### src/rtl/mii_tx_framer_pkg.sv
// Shared state type, line constants and CRC-32 step for the MII transmit framer.
package mii_tx_pkg;

   typedef enum logic [2:0] {
      ST_IDLE,
      ST_PREAMBLE,
      ST_DATA,
      ST_PAD,
      ST_FCS,
      ST_ABORT,
      ST_IFG
   } tx_state_t;

   localparam logic [3:0]  PREAMBLE_NIBBLE           = 4'h5;
   localparam logic [3:0]  SFD_NIBBLE                = 4'hD;
   localparam logic [31:0] CRC32_POLY_REFLECTED      = 32'hEDB88320;
   localparam logic [31:0] CRC32_INIT                = 32'hFFFFFFFF;
   localparam int unsigned DEFAULT_MIN_PAYLOAD_BYTES = 60;

   // Reflected CRC-32 over one nibble, bit 0 first (MII wire order).
   function automatic logic [31:0] crc32_nibble_step(input logic [31:0] crc,
                                                     input logic [3:0]  nib);
      logic [31:0] c;
      c = crc;
      for (int unsigned i = 0; i < 4; i++) begin
         if (c[0] ^ nib[i]) c = (c >> 1) ^ CRC32_POLY_REFLECTED;
         else               c = c >> 1;
      end
      return c;
   endfunction

endpackage

### src/rtl/mii_tx_framer_if.sv
// Byte-stream handshake feeding the MII transmit framer.
interface mii_tx_framer_if;
   logic [7:0] s_data;
   logic       s_valid;
   logic       s_last;
   logic       s_ready;

   modport master (output s_data, output s_valid, output s_last, input  s_ready);
   modport slave  (input  s_data, input  s_valid, input  s_last, output s_ready);
endinterface

### src/rtl/mii_tx_framer_crc32_nibble.sv
// Registered CRC-32 accumulator fed one nibble per clock; used for the Ethernet FCS.
module crc32_nibble
   import mii_tx_pkg::*;
(
   input  logic        clock,
   input  logic        reset,
   input  logic        i_clear,
   input  logic        i_enable,
   input  logic [3:0]  i_nibble,
   output logic [31:0] o_crc,
   output logic [3:0]  o_fcs_lo
);

   logic [31:0] r_crc;
   logic [31:0] w_step;

   assign w_step = crc32_nibble_step(r_crc, i_nibble);

   // First FCS nibble as it will be once the nibble on i_nibble is absorbed.
   assign o_fcs_lo = ~w_step[3:0];
   assign o_crc    = r_crc;

   always_ff @(posedge clock) begin
      if (reset || i_clear) r_crc <= CRC32_INIT;
      else if (i_enable)    r_crc <= w_step;
   end

endmodule

### src/rtl/mii_tx_framer.sv
// MII transmit framer: preamble/SFD, payload nibbles, inter-frame gap.
// Define MII_TX_FCS_EN to build in minimum-length padding and the CRC-32 FCS.
module mii_tx_framer
   import mii_tx_pkg::*;
#(
   parameter int unsigned IFG_NIBBLES       = 24,
   parameter int unsigned MIN_PAYLOAD_BYTES = DEFAULT_MIN_PAYLOAD_BYTES
) (
   input  logic            clock,
   input  logic            reset,
   mii_tx_framer_if.slave  s,
   output logic            mii_tx_enable,
   output logic            mii_tx_error,
   output logic [3:0]      mii_tx_data,
   output logic            busy,
   output logic            frame_done,
   output logic            underrun
);

   localparam int unsigned     CNT_W    = (IFG_NIBBLES > 16) ? $clog2(IFG_NIBBLES) : 4;
   localparam logic [CNT_W-1:0] IFG_LAST = CNT_W'(IFG_NIBBLES - 1);

   tx_state_t        r_state;
   logic [CNT_W-1:0] r_cnt;
   logic [7:0]       r_byte;
   logic             r_last;
   logic             r_hi;
   logic             r_en;
   logic             r_er;
   logic [3:0]       r_txd;
   logic             r_ready;
   logic             r_busy;
   logic             r_done;
   logic             r_underrun;

`ifdef MII_TX_FCS_EN
   localparam logic [10:0] MIN_BYTES = 11'(MIN_PAYLOAD_BYTES);

   logic [10:0] r_bytes;
   logic [10:0] w_bytes_inc;
   logic        w_crc_en;
   logic        w_crc_clear;
   logic [31:0] w_crc;
   logic [31:0] w_crc_inv;
   logic [3:0]  w_fcs_lo;

   assign w_bytes_inc = (r_bytes == 11'h7FF) ? r_bytes : r_bytes + 11'd1;
   assign w_crc_en    = (r_state == ST_DATA) || (r_state == ST_PAD);
   assign w_crc_clear = !(w_crc_en || (r_state == ST_FCS));
   assign w_crc_inv   = ~w_crc;

   // The CRC absorbs each payload nibble during the cycle it is on the wire.
   crc32_nibble u_crc (
      .clock    (clock),
      .reset    (reset),
      .i_clear  (w_crc_clear),
      .i_enable (w_crc_en),
      .i_nibble (r_txd),
      .o_crc    (w_crc),
      .o_fcs_lo (w_fcs_lo)
   );
`else
   logic [10:0] w_unused_min_bytes;
   assign w_unused_min_bytes = 11'(MIN_PAYLOAD_BYTES);
`endif

   always_ff @(posedge clock) begin
      if (reset) begin
         r_state    <= ST_IDLE;
         r_cnt      <= '0;
         r_byte     <= '0;
         r_last     <= 1'b0;
         r_hi       <= 1'b0;
         r_en       <= 1'b0;
         r_er       <= 1'b0;
         r_txd      <= '0;
         r_ready    <= 1'b0;
         r_busy     <= 1'b0;
         r_done     <= 1'b0;
         r_underrun <= 1'b0;
`ifdef MII_TX_FCS_EN
         r_bytes    <= '0;
`endif
      end else begin
         r_done     <= 1'b0;
         r_underrun <= 1'b0;

         case (r_state)
            ST_IDLE: begin
               if (s.s_valid) begin
                  r_state <= ST_PREAMBLE;
                  r_cnt   <= '0;
                  r_en    <= 1'b1;
                  r_txd   <= PREAMBLE_NIBBLE;
                  r_busy  <= 1'b1;
`ifdef MII_TX_FCS_EN
                  r_bytes <= '0;
`endif
               end
            end

            ST_PREAMBLE: begin
               r_cnt <= r_cnt + CNT_W'(1);
               if (r_cnt == CNT_W'(14)) begin
                  r_txd   <= SFD_NIBBLE;
                  r_ready <= 1'b1;
               end
            end

            ST_DATA: begin
               if (!r_hi) begin
                  r_hi    <= 1'b1;
                  r_txd   <= r_byte[7:4];
                  r_ready <= !r_last;
`ifndef MII_TX_FCS_EN
                  r_done  <= r_last;
`endif
               end else if (r_last) begin
`ifdef MII_TX_FCS_EN
                  if (r_bytes < MIN_BYTES) begin
                     r_state <= ST_PAD;
                     r_hi    <= 1'b0;
                     r_txd   <= '0;
                     r_bytes <= w_bytes_inc;
                  end else begin
                     r_state <= ST_FCS;
                     r_cnt   <= '0;
                     r_txd   <= w_fcs_lo;
                  end
`else
                  r_state <= ST_IFG;
                  r_cnt   <= '0;
                  r_en    <= 1'b0;
                  r_txd   <= '0;
`endif
               end
            end

`ifdef MII_TX_FCS_EN
            ST_PAD: begin
               if (!r_hi) begin
                  r_hi <= 1'b1;
               end else if (r_bytes < MIN_BYTES) begin
                  r_hi    <= 1'b0;
                  r_bytes <= w_bytes_inc;
               end else begin
                  r_state <= ST_FCS;
                  r_cnt   <= '0;
                  r_txd   <= w_fcs_lo;
               end
            end

            ST_FCS: begin
               if (r_cnt == CNT_W'(7)) begin
                  r_state <= ST_IFG;
                  r_cnt   <= '0;
                  r_en    <= 1'b0;
                  r_txd   <= '0;
               end else begin
                  r_cnt  <= r_cnt + CNT_W'(1);
                  r_txd  <= w_crc_inv[{r_cnt[2:0] + 3'd1, 2'b00} +: 4];
                  r_done <= (r_cnt == CNT_W'(6));
               end
            end
`endif

            ST_ABORT: begin
               r_state    <= ST_IFG;
               r_cnt      <= '0;
               r_en       <= 1'b0;
               r_er       <= 1'b0;
               r_txd      <= '0;
               r_underrun <= 1'b1;
            end

            ST_IFG: begin
               if (r_cnt != IFG_LAST) begin
                  r_cnt <= r_cnt + CNT_W'(1);
               end else if (s.s_valid) begin
                  // A waiting frame starts straight from the last gap nibble.
                  r_state <= ST_PREAMBLE;
                  r_cnt   <= '0;
                  r_en    <= 1'b1;
                  r_txd   <= PREAMBLE_NIBBLE;
`ifdef MII_TX_FCS_EN
                  r_bytes <= '0;
`endif
               end else begin
                  r_state <= ST_IDLE;
                  r_busy  <= 1'b0;
               end
            end

            default: begin
               r_state <= ST_IDLE;
               r_en    <= 1'b0;
               r_er    <= 1'b0;
               r_ready <= 1'b0;
               r_busy  <= 1'b0;
            end
         endcase

         // Byte boundary (SFD or high nibble of a non-last byte): take the next byte or abort.
         if (r_ready) begin
            r_ready <= 1'b0;
            if (s.s_valid) begin
               r_state <= ST_DATA;
               r_byte  <= s.s_data;
               r_last  <= s.s_last;
               r_hi    <= 1'b0;
               r_txd   <= s.s_data[3:0];
`ifdef MII_TX_FCS_EN
               r_bytes <= w_bytes_inc;
`endif
            end else begin
               r_state <= ST_ABORT;
               r_er    <= 1'b1;
               r_txd   <= '0;
            end
         end
      end
   end

   assign s.s_ready     = r_ready;
   assign mii_tx_enable = r_en;
   assign mii_tx_error  = r_er;
   assign mii_tx_data   = r_txd;
   assign busy          = r_busy;
   assign frame_done    = r_done;
   assign underrun      = r_underrun;

endmodule

### src/flat_wrapper.sv
// flat-port wrapper written by rule: the top's interface ports become plain ports
module mii_tx_framer_flat import mii_tx_pkg::*;
#(
   parameter int unsigned IFG_NIBBLES       = 24,
   parameter int unsigned MIN_PAYLOAD_BYTES = DEFAULT_MIN_PAYLOAD_BYTES
)
  (clock, reset, mii_tx_enable, mii_tx_error, mii_tx_data, busy, frame_done, underrun, s_s_data, s_s_valid, s_s_last, s_s_ready);
  mii_tx_framer_if s_i ();
  input  logic clock;
  input  logic reset;
  output logic mii_tx_enable;
  output logic mii_tx_error;
  output logic [3:0] mii_tx_data;
  output logic busy;
  output logic frame_done;
  output logic underrun;
  input wire logic [$bits(s_i.s_data)-1:0] s_s_data;
  input wire logic [$bits(s_i.s_valid)-1:0] s_s_valid;
  input wire logic [$bits(s_i.s_last)-1:0] s_s_last;
  output wire logic [$bits(s_i.s_ready)-1:0] s_s_ready;
  assign s_i.s_data = s_s_data;
  assign s_i.s_valid = s_s_valid;
  assign s_i.s_last = s_s_last;
  assign s_s_ready = s_i.s_ready;
  mii_tx_framer #(.IFG_NIBBLES(IFG_NIBBLES), .MIN_PAYLOAD_BYTES(MIN_PAYLOAD_BYTES)) u_core (.clock(clock), .reset(reset), .s(s_i), .mii_tx_enable(mii_tx_enable), .mii_tx_error(mii_tx_error), .mii_tx_data(mii_tx_data), .busy(busy), .frame_done(frame_done), .underrun(underrun));
endmodule
### config.mk
export PLATFORM = sky130hd
export DESIGN_NAME = mii_tx_framer_flat
export DESIGN_NICKNAME = d
export VERILOG_FILES = /design/src/rtl/mii_tx_framer_pkg.sv /design/src/rtl/mii_tx_framer_if.sv /design/src/rtl/mii_tx_framer_crc32_nibble.sv /design/src/rtl/mii_tx_framer.sv /design/src/flat_wrapper.sv
export SDC_FILE = /design/constraint.sdc
export NUM_CORES = 1
export LEC_CHECK = 0
export ABC_AREA = 1
export CAP_MARGIN = 20
export CORE_MARGIN = 2
export CORE_UTILIZATION = 40
export DETAILED_ROUTE_END_ITERATION = 6
export DONT_BUFFER_PORTS = 1
export PLACE_DENSITY = 0.51
export SYNTH_ARGS = -nofsm -noshare
export SYNTH_HDL_FRONTEND = slang
export SYNTH_HIERARCHICAL = 1
export SYNTH_SLANG_ARGS = --single-unit
### constraint.sdc
create_clock -name clock -period 2 [get_ports clock]
set_input_delay 0.2 -clock clock [delete_from_list [all_inputs] [get_ports clock]]
set_output_delay 0.2 -clock clock [all_outputs]
set_load 0.03 [all_outputs]
; ---- Yosys cells after proc, flatten, opt, wreduce, memory -nomap -nowiden
; Index checks and enable logic that the tools add are counted.
[classes]
add_sub_neg = 1
reduce_logical = 14
bitwise_logic = 3
n_eq_ne = 18
muxes = 40
[ops]
columns = op, n
row1 = 4-bit 2-to-1 mux, 7
row2 = 5-bit case mux with 5 select lines, 1
row3 = 5-bit 2-to-1 mux, 4
row4 = 4-bit case mux with 5 select lines, 1
row5 = 3-bit 2-to-1 mux, 6
row6 = 1-bit 2-to-1 mux, 17
row7 = 3-bit case mux with 5 select lines, 1
row8 = 4-bit AND reduction, 3
row9 = "3-bit by 1-bit inequality test with 1-bit output, second input constant", 3
row10 = "3-bit equality test, second input constant", 2
row11 = "2-bit by 1-bit inequality test with 1-bit output, second input constant", 3
row12 = "2-bit inequality test, second input constant", 3
row13 = "3-bit by 2-bit inequality test with 1-bit output, second input constant", 2
row14 = 6-bit nonzero test, 1
row15 = 3-bit OR reduction, 2
row16 = "5-bit by 1-bit adder with 5-bit output, second input constant", 1
row17 = "5-bit by 4-bit equality test with 1-bit output, second input constant", 1
row18 = "5-bit inequality test, second input constant", 1
row19 = 5-bit AND reduction, 1
row20 = 5-bit nonzero test, 1
row21 = "4-bit by 3-bit inequality test with 1-bit output, second input constant", 1
row22 = 1-bit case mux with 4 select lines, 1
row23 = 4-bit OR reduction, 1
row24 = "3-bit by 1-bit equality test with 1-bit output, second input constant", 1
row25 = 9 further kinds, 11
[totals]
inputBits = 12
ff_bits = 28
out_inout_bits = 10
word_cells = 88

; ---- Longest topological paths before layout
; Gate-level depths: netlist (run 1).
[logic_depth]
ltp_word = 5
mapped_depth = 12
depth_no_buf = 12

; ---- Worst setup path before layout (run 1)
; No wires, ideal clock.
[synth_path]
path_type = reg-to-reg
start = register u_core.r_ready (netlist: u_core/s.s_ready)
end = register u_core.r_state[0]
stages_incl_launch_ff = 7
t_arrival_ns = 1.298
setup_ns = 0.114
n_path_buf = 1
slack_ns = 0.588
period_less_slack_ns = 1.412
t_required_ns = 1.886
path_cell_list = dfxtp_1 > inv_1 > clkbuf_1 > nand2_1 > nand4_1 > a21oi_1 > nor2_1
[synth_via]
elab_chain_cells = 2
word_cells_on_any_way = 7
cone_classes = 5 x eq/ne / 1 x mux / 1 x reduce/logical
[synth_rtl]
columns = element, line_no
row1 = start: declaration, mii_tx_framer.sv:31  ; logic r_ready;
row2 = start signal: assignment, mii_tx_framer.sv:114  ; r_ready <= !r_last;
row3 = 3-bit by 2-bit inequality test with 1-bit output (no line) (tied with other cells), -
row4 = 5-bit AND reduction (no line), -
row5 = end signal: assignment, mii_tx_framer.sv:69  ; r_state <= ST_IDLE;
row6 = end signal: assignment, mii_tx_framer.sv:91  ; r_state <= ST_PREAMBLE;
row7 = end signal: assignment, mii_tx_framer.sv:131  ; r_state <= ST_IFG;
row8 = end: declaration, mii_tx_framer.sv:23  ; tx_state_t r_state;
; Several ways; a longest one is shown, not always the timed one.
; A chain may end at the register's enable or synchronous reset.

; ---- Worst setup path in the final report (run 1)
; Ends and elaborated chain as after synthesis.

==> flow_summary.ini, run 1 <==
[clocking]
cts.clk_slew.worst_paths_ns = 0.13
htree_num_levels = 1
clk_path_buf_depth = 2
cts_root_buffer = clkbuf_4
cts_resized = 0
worstSkewPairLatency_ns = 0.30
cts_sinks = 24
cts_tree = done
cts_made_buffers = 3

[timing]
timing_worst_slew_pin_value_ns = 0.5248
setup-tns-final_ns = 0
unrepaired_setup_endpoints_after_global_routing = false
slew_headroom_pct = 64.98
pins_over_their_slew_limit = 0
finalCriticalPeriod_ns = 1.655
final.period_utilization_pct = 82.73
clock.fmax_mhz = 604.4
final_hold_viol_count = 0
setup_viol = 0
clock_skew_ns = 0.003398

[power]
max-vdd-ir-drop_v = 0.0006470
power_per_cell_area_nw_per_um2 = 1376
leakagePower_uw = 0.0006165
report.power.total_uw = 1859

[routing]
drt-wirelength-per-cell_um = 12.61
drtAntennaViolNets = 0
routed_wirelength_um = 3052
dr.pass1.iters = 4
detailedRoute.firstIterationViolations = 48
drc = 0
drt-vias-per-instance = 4.963
num_vias = 1201

[synthesis]
synth_top_area_share_pct = 37.91
synth_compound_gate_area_share_pct = 15.40
dominant_combinational_cell_family_by_area_after_synthesis = simple AND/OR/NAND/NOR gates
netlist_instances = 196
synthFlopType = dfxtp_1
synth.distinct_cells = 28
post_synthesis_sequential_area_ratio_pct = 37.91
postSynthRegisterBits = 24
syn_area_sq_um = 1267
synth_mux_area_share_pct = 0
synth_nets = 210
synth.yosys.warnings = 6
synth_async_sr_flop_share_pct = 0
synth_edf_count = 0
synth_area_leaders = dfxtp_1, nand2_1, nor2_1
yosys.area_share.adder_pct = 1.974
synth_xor_xnor_area_share_pct = 0
synth_top_area_cell = dfxtp_1
synth_most_common_cell = nand2_1
ys_top_cells_by_count = nand2_1, nor2_1, dfxtp_1
synth_simple_gate_area_share_pct = 36.72
post_synth.cell_area_avg_sq_um = 6.467

[place]
gp_congestion = 0.8547
placed_cells = 238
hpwlAfterDp_um = 2280
port-buffer-count = 0
post_dp_cell_area_sq_um = 1319

[grt]
grt_pass1_wl_um = 5016
vias_in_the_first_global_route = 1102
global_route.usage.total_pct = 18.35
grt_antenna_before_repair = 0
overflow = 0
grt_start_max_net_pins = 17

[layout]
layoutNonFillerInstCount = 242
areaGrowthSynthToFinish_pct = 6.614
post_route_cells_drive_above_1_share_pct = 8.081
n_fill_cell = 323
final_core_utilization_pct = 44.63
final_design_area_no_fill_sq_um = 1351
total_number_of_nets_in_the_final_design = 214
n_antenna_cell = 0

[critical_path]
startpoint_of_the_most_critical_register_to_register_path = u_core/s.s_ready$_SDFF_PP0_
cp_data_required_time_ns = 2.21
critPathCaptureType = register
startpoint_type = register
critPathKind = reg2reg
worstSetupStartpoint = u_core/s.s_ready$_SDFF_PP0_
critical_path_arrival_ns = 1.87
worstPathMaxFanout = 13

[hold_path]
hp-start = s_s_data[4]
hold_path_class = in2reg

[die]
start_util_pct = 41.86
io_pins = 22
core_area_sq_um = 3028
core.rowCount = 20
die_w_um = 60.29
design.die.area_sq_um = 3635
die_h_um = 60.29

[job]
maxCapViolations = 0

[status]
run_status = finished, final reports clean
-- registers in the layout, summed over array words and instances, names as in the netlist --
signal,flops
u_core/underrun,1
u_core/mii_tx_data,4
u_core/r_state,3
u_core/mii_tx_enable,1
u_core/s.s_ready,1
u_core/mii_tx_error,1
u_core/frame_done,1
u_core/r_byte,4
u_core/r_hi,1
u_core/busy,1
u_core/r_cnt,5
u_core/r_last,1
-- worst max-delay path: stages, from the launching register on --
cell and delay, ns:
dfxtp_1 0.64, inv_1 0.32, nand3_1 0.20, nand4_1 0.17
a21oi_1 0.17, nor2_1 0.05
-- power breakdown --
part,switching [uW],total [uW],internal (uW)
clock,139,209,70.3
sequential,185,769,583
combinational,591,881,290
total,915,1860,944
-- layer usage --
layer,track usage [%],vias to the layer above,routed length (um)
met5,0,-,0
met4,3.810,0,13
met3,3.463,2,173
met2,30.12,31,1417
met1,24.97,534,1448
li1,-,634,-
-- repair_timing --
item / 4_1_cts / 5_1_grt
hold buffers: 1 / 0
hold endpoints to repair: 8 / 0
buffers inserted: 0 / 0
-- cell usage in the layout, fill, tap and decap left out, types with 2 or more instances in the layout --
| cell | netlist | layout |
|---|---|---|
| o21bai_1 | 2 | 2 |
| nand2_1 | 49 | 49 |
| o21ai_1 | 3 | 3 |
| nand2_2 | 3 | 3 |
| ha_1 | 2 | 2 |
| dfxtp_1 | 24 | 24 |
| nand4_1 | 3 | 3 |
| nor3_1 | 2 | 2 |
| or2_1 | 2 | 2 |
| nor2_1 | 30 | 30 |
| inv_2 | 5 | 5 |
| clkbuf_4 | 0 | 3 |
| nand3_1 | 15 | 15 |
| o21ai_0 | 11 | 11 |
| inv_1 | 18 | 18 |
| a21oi_1 | 13 | 13 |
-- worst paths after layout --
check,endpoint,slack (ns),cells past startpoint
worst max-delay path,u_core/r_state[0]$_SDFFE_PP0P_,0.35,5
worst min-delay path,u_core/r_byte[4]$_SDFFE_PP0P_,0.05,2
worst max register to register,u_core/r_state[0]$_SDFFE_PP0P_,0.35,5
worst min register to register,u_core/r_byte[7]$_SDFFE_PP0P_,0.49,2
-- layout make-up --
class / instances / area, sq um / area share, %
timing repair buffer: 2 / 17.52 / 1.296
inverter: 24 / 90.09 / 6.667
clock buffer: 3 / 22.52 / 1.667
multi-input combinational: 145 / 685.7 / 50.74
tap: 44 / 55.05 / 4.074
sequential: 24 / 480.5 / 35.56
-- per-stage QoR --
| stage | setup WS [ns] | hold WS [ns] |
|---|---|---|
| 2_1_floorplan | 0.5883 | 0.3667 |
| 3_3_place_gp | 0.4548 | 0.2720 |
| 3_5_place_dp | 0.3755 | 0.2733 |
| 4_1_cts | 0.3608 | 0.03959 |
| 5_1_grt | 0.1946 | 0.04592 |
| 6_report | 0.3454 | 0.04745 |
-- cells by family (layout without fill, tap and decap cells) --
logic type	after synthesis	count (layout)
compound gates	35	35
fa+ha+maj	2	2
buf+inv	27	29
flops	24	24
simple gates	108	108
No activity file was read; power rests on OpenSTA's default activity.
==> inputs of run 2 (changes only) <==
--- a/config.mk
+++ b/config.mk
@@ -11,7 +11,7 @@
 export CORE_UTILIZATION = 40
 export DETAILED_ROUTE_END_ITERATION = 6
 export DONT_BUFFER_PORTS = 1
-export PLACE_DENSITY = 0.51
+export PLACE_DENSITY = 0.53
 export SYNTH_ARGS = -nofsm -noshare
 export SYNTH_HDL_FRONTEND = slang
 export SYNTH_HIERARCHICAL = 1
==> constraint.sdc (replaced) <==
create_clock -name clock -period 1.5 [get_ports clock]
set_input_delay 0.15 -clock clock [delete_from_list [all_inputs] [get_ports clock]]
set_output_delay 0.15 -clock clock [all_outputs]
set_load 0.03 [all_outputs]
==> run 2 against run 1 <==
  * Largest power group unchanged
  * Critical path type unchanged
  * Power rose by 40%
  * Via count rose by 5.7%
  * Largest cell class unchanged
  * Cell count rose by 3.7%
  * Flip-flop and latch count did not move
  * Global-route usage fell by 0.47 points
  * Clock power rose by 36%
  * Non-clock buffer count rose by 9
==> flow_summary.ini, run 2 (same netlist as run 1, synthesis figures left out) <==
[critical_path]
slowest_delay_ns = 0.40
critical-path-slowest-cell = dfxtp_4
worstPathMaxFanout = 5
timing.critical_path.max_delay_family = simple AND/OR/NAND/NOR gates
cp_data_required_time_ns = 1.72
cp_cell_sequence = ha_4 > nand2_2 > inv_2 > nand2_4 > nand2_4 > nand3_2 > o21bai_1 > nand2_1 > nand2_1 > nor2_1
critPathCaptureType = register
startpoint_type = register
critPathKind = reg2reg
critical_path_arrival_ns = 1.62
worst-path-buf-inv = 1

[routing]
drc = 0
drt-vias-per-instance = 5.060
drtAntennaViolNets = 0
detailedRoute.firstIterationViolations = 65
dr.pass1.iters = 4
num_vias = 1270
routed_wirelength_um = 3084
drt-wirelength-per-cell_um = 12.29

[clocking]
cts_root_buffer = clkbuf_4
htree_num_levels = 1
cts.clk_slew.worst_paths_ns = 0.13
cts_sinks = 24
worstSkewPairLatency_ns = 0.31
cts_tree = done
cts_made_buffers = 3
clk_path_buf_depth = 2

[timing]
clock.fmax_mhz = 718.4
setup_viol = 0
timing_worst_slew_pin_value_ns = 0.4873
finalWorstSetupSlack_ns = 0.1080
pins_over_their_slew_limit = 0
final.period_utilization_pct = 92.80
slew_headroom_pct = 67.48
final_hold_viol_count = 0
finalCriticalPeriod_ns = 1.392
clock_skew_ns = 0.003801

[die]
die_h_um = 60.29
core_area_sq_um = 3028
die_w_um = 60.29
start_util_pct = 41.86
design.die.area_sq_um = 3635
io_pins = 22
core.rowCount = 20

[grt]
gr-max-usage-layer = met2
grt.met2_usage_pct = 28.57
grt_pass1_wl_um = 4795
vias_in_the_first_global_route = 1083
met3_usage_grt_pct = 2.814
overflow = 0
grt_antenna_before_repair = 0
grt_start_max_net_pins = 17
global_route.usage.total_pct = 17.88
met1_track_demand_over_resource_pct = 24.08

[place]
hpwlAfterDp_um = 2267
gp_congestion = 0.8827
port-buffer-count = 0
detailedPlace.worstSlack_ns = 0.01313
placed_cells = 243

[layout]
most_flops_register = u_core/r_cnt
most_frequent_standard_cell_in_the_layout_excluding_fill_and_tap_cells = nand2_1
total_number_of_nets_in_the_final_design = 223
areaGrowthSynthToFinish_pct = 18.36
largest_reg_flops = 5
post_route_cells_drive_above_1_share_pct = 19.32
n_antenna_cell = 0
layoutNonFillerInstCount = 251
most-common-layout-cells = nand2_1, nor2_1, dfxtp_1

[power]
power.switching_fraction_pct = 49.01
internal_cell_power_uw = 1326
leakagePower_uw = 0.0006860
share_comb_of_total_power_pct = 49.3
power_per_cell_area_nw_per_um2 = 1733
pwr-share-seq_pct = 39.8
net-switching-power_uw = 1274
max-vdd-ir-drop_v = 0.0008058
pwr-share-clk_pct = 11.0

[status]
run_status = finished, final reports clean

[job]
maxCapViolations = 0

[hold_path]
hold_path_class = in2reg
run 2: worst paths after layout:
kind,from,to,slack (ns),cells after the start
min reg2reg,u_core/r_byte[7]$_SDFFE_PP0P_,u_core/r_byte[7]$_SDFFE_PP0P_,0.48,2
max reg2reg,u_core/r_cnt[0]$_SDFFE_PP0P_,u_core/mii_tx_data[2]$_SDFFE_PP0P_,0.11,10
max,u_core/r_cnt[0]$_SDFFE_PP0P_,u_core/mii_tx_data[2]$_SDFFE_PP0P_,0.11,10
min,s_s_data[7],u_core/r_byte[7]$_SDFFE_PP0P_,0.03,2
run 2: repair_timing:
item,in CTS,in global routing
endpoints found under the hold margin,11,0
setup buffers,0,1
pin swaps,0,5
hold buffers,4,0
resized for setup,1,22
setup endpoints to repair,2,13
run 2: area by class of cell:
cell class,instances,area (sq um)
flip-flops and latches,24,488.0
clock buffers,3,22.52
repair buffers,11,92.59
multi-input cells,145,752.0
fillers,331,1528
inverters,24,90.09
well taps,44,55.05
run 2: power by group through the flow:
stage	sequential, uW	clock [uW]	combinational (uW)
after CTS	1020	309	1210
after global placement	1030	0	1180
final	1030	285	1280
after detailed placement	1030	0	1190
after floorplan	1010	0	936
after global routing	1050	329	1460
run 2: metal layers:
metal	share of wire, %	routed length [um]	vias to the layer above
met5	0	0	-
met4	0.91	28	0
met3	4.1	125	4
met2	47	1459	32
met1	48	1470	579
li1	-	-	655
run 2: stage by stage:
step | utilization [%] | hold slack [ns] | TNS (ns) | instance area [sq um] | total power, uW
floorplan | - | 0.3167 | 0 | 1267 | 1951
global placement | 44.79 | 0.2222 | 0 | 1356 | 2212
detailed placement | 44.79 | 0.2225 | 0 | 1356 | 2221
CTS | 46.90 | 0.009669 | 0 | 1420 | 2534
global route | 49.55 | 0.03641 | -0.01756 | 1500 | 2841
finish | 49.55 | 0.02625 | 0 | 1500 | 2600
==> inputs of run 3 (changes only) <==
--- a/config.mk
+++ b/config.mk
@@ -7,6 +7,7 @@
 export LEC_CHECK = 0
 export ABC_AREA = 1
 export CAP_MARGIN = 20
+export CORE_ASPECT_RATIO = 1.5
 export CORE_MARGIN = 2
 export CORE_UTILIZATION = 40
 export DETAILED_ROUTE_END_ITERATION = 6
@@ -16,3 +17,4 @@
 export SYNTH_HDL_FRONTEND = slang
 export SYNTH_HIERARCHICAL = 1
 export SYNTH_SLANG_ARGS = --single-unit
+export TNS_END_PERCENT = 5
==> run 3 against run 2 <==
  * Non-clock buffer count down 3
  * Global-route usage up 0.95 points
  * Clock-buffer cell count unchanged
  * Sequential power about the same
  * Cell count down 2.8%
  * Critical path depth down 1
  * Critical path type unchanged
  * Clock power up 35%
  * Routed wire length up 3.8%
==> flow_summary.ini, run 3 (same netlist as run 1, synthesis figures left out) <==
[routing]
detailedRoute.firstIterationViolations = 27
drc = 0
dr.pass1.iters = 4
routed_wirelength_um = 3200
drtAntennaViolNets = 0
drt-vias-per-instance = 5.086
drt-wirelength-per-cell_um = 13.11
num_vias = 1241

[clocking]
htree_num_levels = 1
cts_made_buffers = 3
cts_sinks = 24
clk_path_buf_depth = 2
worstSkewPairLatency_ns = 0.26
cts_tree = done
cts_root_buffer = clkbuf_8
cts.clk_slew.worst_paths_ns = 0.08

[die]
io_pins = 22
die_w_um = 49.96
core_area_sq_um = 3097
start_util_pct = 40.93
die_h_um = 72.94
design.die.area_sq_um = 3644
core.rowCount = 25

[timing]
final_hold_viol_count = 0
unrepaired_setup_endpoints_after_global_routing = true
finalWorstSetupSlack_ns = 0.07695
fin_hold_ws_ns = 0.05435
finalCriticalPeriod_ns = 1.423
pins_over_their_slew_limit = 0
clock_skew_ns = 0.001905
final.period_utilization_pct = 94.87
timing_worst_slew_pin_value_ns = 0.5051
setup_viol = 0
slew_headroom_pct = 66.29
clock.fmax_mhz = 702.7

[place]
post_dp_cell_area_sq_um = 1344
detailedPlace.worstSlack_ns = 0.01519
gp_congestion = 0.8146
hpwlAfterDp_um = 2392
port-buffer-count = 0

[layout]
most-common-layout-cells = nand2_1, nor2_1, dfxtp_1
total_number_of_nets_in_the_final_design = 220
areaGrowthSynthToFinish_pct = 19.15
post_route_cells_drive_above_1_share_pct = 21.08
largest_reg_flops = 5
final_design_area_no_fill_sq_um = 1510
most_flops_register = u_core/r_cnt
n_antenna_cell = 0
most_frequent_standard_cell_in_the_layout_excluding_fill_and_tap_cells = nand2_1

[power]
max-vdd-ir-drop_v = 0.001025
leakagePower_uw = 0.0006930
power_per_cell_area_nw_per_um2 = 1811

[grt]
vias_in_the_first_global_route = 1166
overflow = 0
grt_antenna_before_repair = 0
grt_pass1_wl_um = 5209
global_route.usage.total_pct = 18.83
grt_start_max_net_pins = 17

[job]
maxCapViolations = 0

[critical_path]
worstPathMaxFanout = 6
startpoint_type = register
cp_data_required_time_ns = 1.70
timing.reg2reg.worst_path_depth = 9
critical_path_arrival_ns = 1.62
critPathCaptureType = register
critPathKind = reg2reg

[status]
run_status = finished, final reports clean

[hold_path]
hold_path_class = in2reg
holdPathStages = 2
-- run 3: cell type report --
type / count / area, sq um
inverters: 24 / 95.09
fillers: 321 / 1587
well taps: 40 / 50.05
clock buffers: 3 / 41.29
multi-input cells: 145 / 770.7
flip-flops and latches: 24 / 490.5
repair buffers: 8 / 62.56
-- run 3: path summary, 6_finish.rpt --
path / startpoint / endpoint / slack (ns)
hold reg to reg: u_core/r_byte[7]$_SDFFE_PP0P_ / u_core/r_byte[7]$_SDFFE_PP0P_ / 0.48
setup reg to reg: u_core/r_state[0]$_SDFFE_PP0P_ / u_core/r_cnt[4]$_SDFFE_PP0P_ / 0.08
setup / recovery: u_core/r_state[0]$_SDFFE_PP0P_ / u_core/r_cnt[4]$_SDFFE_PP0P_ / 0.08
hold / removal: s_s_data[6] / u_core/r_byte[6]$_SDFFE_PP0P_ / 0.05
-- run 3: timing repair --
item                                    in CTS  in global routing
gates cloned                                 0                  0
pin swaps                                    0                 10
setup buffers                                0                  2
resized for setup                            1                 32
hold buffers                                 1                  0
hold endpoints to repair                     8                  0
endpoints found under the setup margin       1                 13
-- run 3: worst max-delay path, cell delays in order, from the launching register on --
cell,delay (ns)
dfxtp_1,0.35
inv_2,0.11
nand2_4,0.08
nor2_4,0.21
nand2_4,0.09
buf_4,0.14
nand2_2,0.08
o21a_1,0.12
nand2_1,0.06
a21oi_2,0.11
-- run 3: report_power, final --
part | switching [uW] | internal, uW
sequential | 260 | 791
clock | 205 | 180
combinational | 850 | 449
-- run 3: per-layer routing --
metal,global-route usage (%),part of all wire [%],up-vias
met5,0,0,-
met4,8.642,1.7,0
met3,3.689,3.8,4
met2,35.56,55,22
met1,19.67,40,570
li1,-,-,645
-- run 3: through the flow --
stage | cells | power, uW | utilization [%] | setup TNS, ns
floorplan | 196 | 1951 | - | 0
global placement | 238 | 2220 | 43.39 | 0
detailed placement | 238 | 2235 | 43.39 | 0
CTS | 242 | 2642 | 45.21 | 0
global route | 244 | 2985 | 48.77 | -0.04821
finish | 244 | 2735 | 48.77 | 0
